--- src/rtl/hier_node_pkg.sv ---
// hier_node_pkg: shared constants, types and helpers for the hierarchy node.
// No ports; imported by hier_rr_arb, hier_rr_node and the bench.
package hier_node_pkg;

    localparam int HIER_N_CHILD_DEF = 5;
    localparam int HIER_DATA_W_DEF  = 8;

    // Output register occupancy, named for readability in benches.
    typedef enum logic {
        EMPTY = 1'b0,
        FULL  = 1'b1
    } hier_state_e;

    // Index width for n channels; never below 1 bit.
    function automatic int clog2(input int n);
        int r;
        r = 0;
        while ((1 << r) < n) begin
            r++;
        end
        return (r < 1) ? 1 : r;
    endfunction

endpackage

--- src/rtl/hier_rr_arb.sv ---
// hier_rr_arb: combinational round-robin pick starting after ptr.
// Ports: req (per-channel request), ptr (last winner), en (grant enable),
//        gnt (one-hot, zero when en=0), gnt_id (encoded winner).
module hier_rr_arb
    import hier_node_pkg::*;
#(
    parameter  int N    = HIER_N_CHILD_DEF,
    localparam int ID_W = clog2(N)
) (
    input  logic [N-1:0]    req,
    input  logic [ID_W-1:0] ptr,
    input  logic            en,
    output logic [N-1:0]    gnt,
    output logic [ID_W-1:0] gnt_id
);

    logic w_found;

    // Walk ptr+1 .. ptr+N (mod N); the first requester wins.
    always_comb begin
        gnt     = '0;
        gnt_id  = '0;
        w_found = 1'b0;
        for (int k = 1; k <= N; k++) begin
            if (!w_found && req[(int'(ptr) + k) % N]) begin
                w_found = 1'b1;
                gnt_id  = ID_W'((int'(ptr) + k) % N);
            end
        end
        if (en && w_found) begin
            gnt[gnt_id] = 1'b1;
        end
    end

endmodule

--- src/rtl/hier_rr_node.sv ---
// hier_rr_node: N_CHILD valid/ready channels merged round-robin into one
// registered output stream (out_valid/out_data/out_id, out_ready).
// Ports: clk, rst_n (async, active-low), in_valid/in_data/in_ready per
// channel, out_* stream, busy. With HIER_RR_NODE_STATS_EN defined, also
// stat_clr and grant_cnt (saturating per-channel transfer counters).
module hier_rr_node
    import hier_node_pkg::*;
#(
    parameter  int N_CHILD = HIER_N_CHILD_DEF,
    parameter  int DATA_W  = HIER_DATA_W_DEF,
    parameter  int CNT_W   = 16,
    localparam int ID_W    = clog2(N_CHILD)
) (
    input  logic                        clk,
    input  logic                        rst_n,
    input  logic [N_CHILD-1:0]          in_valid,
    input  logic [N_CHILD*DATA_W-1:0]   in_data,
    output logic [N_CHILD-1:0]          in_ready,
    output logic                        out_valid,
    output logic [DATA_W-1:0]           out_data,
    output logic [ID_W-1:0]             out_id,
    input  logic                        out_ready,
    output logic                        busy
`ifdef HIER_RR_NODE_STATS_EN
    ,
    input  logic                        stat_clr,
    output logic [N_CHILD*CNT_W-1:0]    grant_cnt
`endif
);

    logic                r_out_valid;
    logic [DATA_W-1:0]   r_out_data;
    logic [ID_W-1:0]     r_out_id;
    logic [ID_W-1:0]     r_ptr;

    logic                w_load;
    logic                w_en;
    logic                w_take;
    logic [N_CHILD-1:0]  w_gnt;
    logic [ID_W-1:0]     w_gnt_id;

    assign w_load = !r_out_valid || out_ready;
    // rst_n gates the grant so no producer sees ready while in reset.
    assign w_en   = w_load && rst_n;
    assign w_take = |w_gnt;

    hier_rr_arb #(
        .N      (N_CHILD)
    ) u_arb (
        .req    (in_valid),
        .ptr    (r_ptr),
        .en     (w_en),
        .gnt    (w_gnt),
        .gnt_id (w_gnt_id)
    );

    always_ff @(posedge clk or negedge rst_n) begin
        if (!rst_n) begin
            r_out_valid <= 1'b0;
            r_out_data  <= '0;
            r_out_id    <= '0;
            r_ptr       <= ID_W'(N_CHILD - 1);
        end else if (w_load) begin
            if (w_take) begin
                r_out_valid <= 1'b1;
                r_out_data  <= in_data[w_gnt_id*DATA_W +: DATA_W];
                r_out_id    <= w_gnt_id;
                r_ptr       <= w_gnt_id;
            end else begin
                r_out_valid <= 1'b0;
            end
        end
    end

    assign in_ready  = w_gnt;
    assign out_valid = r_out_valid;
    assign out_data  = r_out_data;
    assign out_id    = r_out_id;
    assign busy      = (|in_valid) || r_out_valid;

`ifdef HIER_RR_NODE_STATS_EN
    for (genvar i = 0; i < N_CHILD; i++) begin : g_cnt
        logic [CNT_W-1:0] r_cnt;

        // Clear beats a coincident grant; counting stops at all-ones.
        always_ff @(posedge clk or negedge rst_n) begin
            if (!rst_n) begin
                r_cnt <= '0;
            end else if (stat_clr) begin
                r_cnt <= '0;
            end else if (w_gnt[i] && (r_cnt != '1)) begin
                r_cnt <= r_cnt + CNT_W'(1);
            end
        end

        assign grant_cnt[i*CNT_W +: CNT_W] = r_cnt;
    end
`else
    // CNT_W only sizes the stats counters, absent in this build.
    if (CNT_W < 1) begin : g_no_stats
    end
`endif

endmodule

--- config.mk ---
export PLATFORM = sky130hd
export DESIGN_NAME = hier_rr_node
export DESIGN_NICKNAME = d
export VERILOG_FILES = /design/src/rtl/hier_node_pkg.sv /design/src/rtl/hier_rr_arb.sv /design/src/rtl/hier_rr_node.sv
export SDC_FILE = /design/constraint.sdc
export NUM_CORES = 1
export LEC_CHECK = 0
export CAP_MARGIN = 25
export CORE_UTILIZATION = 58
export DETAILED_ROUTE_END_ITERATION = 8
export DONT_BUFFER_PORTS = 1
export GPL_TIMING_DRIVEN = 0
export MAX_ROUTING_LAYER = met4
export PLACE_DENSITY = 0.74
export RECOVER_POWER = 50
export SLEW_MARGIN = 15
export SYNTH_ARGS = -nofsm -noshare
export SYNTH_HDL_FRONTEND = slang
export SYNTH_SLANG_ARGS = --single-unit
--- constraint.sdc ---
create_clock -name clk -period 15.25 [get_ports clk]
set_input_delay 4.575 -clock clk [delete_from_list [all_inputs] [get_ports clk]]
set_output_delay 4.575 -clock clk [all_outputs]
set_load 0.005 [all_outputs]
==> flow_summary.ini <==
[timing]
tightest_slew_ns = 0.691
finalHoldViolations = 0
fin_ws_ns = 3.19
setup_viol = 0
final-max-slew-violation-count = 0
period_share_pct = 79.1
finalClockSkew_ns = 0.00237
relSlewSlack_pct = 53.3
min_period_ns = 12.06
tns_ns = 0
fmax_mhz = 82.9
hold_slack_ns = 0.520
grt_setup_unrepaired = no

[clock_tree]
ctsHoldBuffers = 0
cts_buffer_depth = 2
htree_levels = 1
cts_root_buf = clkbuf_8
cts.repair.resized = 0
post_cts_buffers = 0
path_clk_slew_ns = 0.05
cts_tree = done
clock-sinks = 13
insertion_delay_ns = 0.24
cts_buffers = 3

[drt]
vias = 3191
drtAntennaViolNets = 0
drt-met1-wl_um = 4070
met2_length_um = 3970
avgViaCountPerCell = 6.69
wl_met3_um = 471
drc = 0
top_layer = met4
wirelength_um = 8540
drtIter0Drc = 249
drt-pass1-iter-count = 5
drt-wirelength-per-cell_um = 17.9

[placed_design]
dp.cells = 473
portBuffers = 0
place_hpwl_um = 6700
dp_slack_ns = 3.23
place.gp.congestion = 0.952

[worst_setup_path]
critPathKind = in2out
cp-start-kind = primary input
cp.required_ns = 10.68
cp.arrival_ns = 7.48
cp_max_fo = 10
endpoint_kind = output port

[yosys]
synth_seq_area_share_pct = 10.6
synth_edf_count = 0
synth-seq-cells = 13
syn-num-nets = 475
syn_area_per_cell_um2 = 7.66
syn_area_um2 = 3090
async_flop_share_pct = 100
yosys_warnings = 0
yosys_most_used_dff = dfrtp_1
yosysUniqueCellTypes = 87
netlist_instances = 403

[layout]
multi_input_area_um2 = 2490
final_cells = 477
register_area_um2 = 327
drive_gt1_share_pct = 15.2
final_cell_mix = nor2_1, a21oi_1, inv_1
fill_cells = 470
final_common_cell = nor2_1
antennaDiodeCount = 0
area.growth.synth_to_final_pct = 4.30
nets = 480

[floorplanning]
pin_count = 66
die_y_um = 75.0
rows = 26
die_area_um2 = 5620
core_um2 = 5110
die_w_um = 75.0
start_util_pct = 60.5

[global_routing]
grt_pass1_vias = 2734
grt_antenna_before_repair = 0
grt_max_degree = 15
grt_pass1_wl_um = 13000
grt.total_usage_pct = 30.4
grt-ovfl-total = 0

[outcome]
run_status = finished clean

[hold_path]
hold_class = reg2reg

[job]
maxCapViolCount = 0
## sequential cells by signal, indices dropped and copies added, names as in the netlist
signal	cells
out_valid	1
out_data	8
r_ptr	1
out_id	3
## routing by layer
layer	vias up	global-route usage (%)
li1	1523	-
met1	1547	44.3
met2	117	47.5
met3	4	1.87
met4	0	3.98
met5	-	-
## layout make-up
| class | count | share of cell area, % |
|---|---|---|
| tap | 70 | 2.72 |
| sequential | 13 | 10.1 |
| inverter | 29 | 3.38 |
| clock buffer | 4 | 1.40 |
| multi-input combinational | 332 | 77.4 |
| buffer | 29 | 5.01 |
## kinds of logic (layout without fill, tap and decap cells)
group / Yosys count / in the layout / share of synthesized area [%]
simple gates: 147 / 147 / 28.0
compound gates: 136 / 136 / 33.6
buf+inv: 58 / 62 / 8.75
fa+ha+maj: 24 / 24 / 9.72
mux: 14 / 14 / 5.43
flops: 13 / 13 / 10.6
xor+xnor: 11 / 11 / 3.85
## worst max-delay path: stages
cell,delay (ns)
clkbuf_1,0.24
mux4_2,0.56
nand2_1,0.10
a31oi_1,0.09
nor3_1,0.35
o211ai_2,0.22
or3_1,0.42
nand4b_1,0.36
nand2_2,0.25
nor3_1,0.29
## synth_stat cells (all sizes together) (3+ instances only)
cell     instances  share of area (%)
inv             29                3.5
a21bo            8                2.6
nor2b            5                1.0
ha              24                9.7
a32o             3                1.3
a31oi            5                1.2
nand2           27                3.4
nor2            31                3.8
a21o             6                1.5
nand4            9                1.8
xor2             3                1.3
o211ai           5                1.4
and2             5                1.0
nor3             7                1.3
o21a             5                1.2
and4b            4                1.4
or2              3               0.61
xnor2            8                2.5
or3              5                1.0
clkbuf           9                1.1
a311oi           9                2.8
o22ai            3               0.61
a211oi           6                1.9
nor4             5                1.0
buf             20                4.1
a2bb2oi          3                1.1
and3             7                1.6
a21oi           29                4.8
o21ai           28                5.0
nand2b           7                1.4
nand3           14                2.3
dfrtp           12                9.7
mux2i           10                3.2
a21boi           3               0.73
nor4b            8                3.7
## path summary, 6_finish.rpt
path                       cells after the start                   from  slack [ns]                      end
max                                           10            in_valid[3]        3.19              in_ready[0]
min                                            1  out_id[2]$_DFFE_PN0P_        0.52    out_id[2]$_DFFE_PN0P_
max reg2reg                                   20  out_id[0]$_DFFE_PN0P_        8.77  out_data[1]$_DFFE_PN0P_
min reg2reg                                    1  out_id[2]$_DFFE_PN0P_        0.52    out_id[2]$_DFFE_PN0P_
max in group asynchronous                      0                  rst_n       11.05     r_ptr[2]$_DFFE_PN1P_
min in group asynchronous                      0                  rst_n        4.03  out_data[3]$_DFFE_PN0P_
## per-stage QoR
step | utilization, % | instance area [um2]
floorplan | - | 3090
global placement | 62.2 | 3180
detailed placement | 62.2 | 3180
CTS | 63.1 | 3220
global route | 63.1 | 3220
finish | 63.1 | 3220
Power is not shown: default switching activity piles up to over one toggle a cycle in this logic, so the estimate is an artifact.
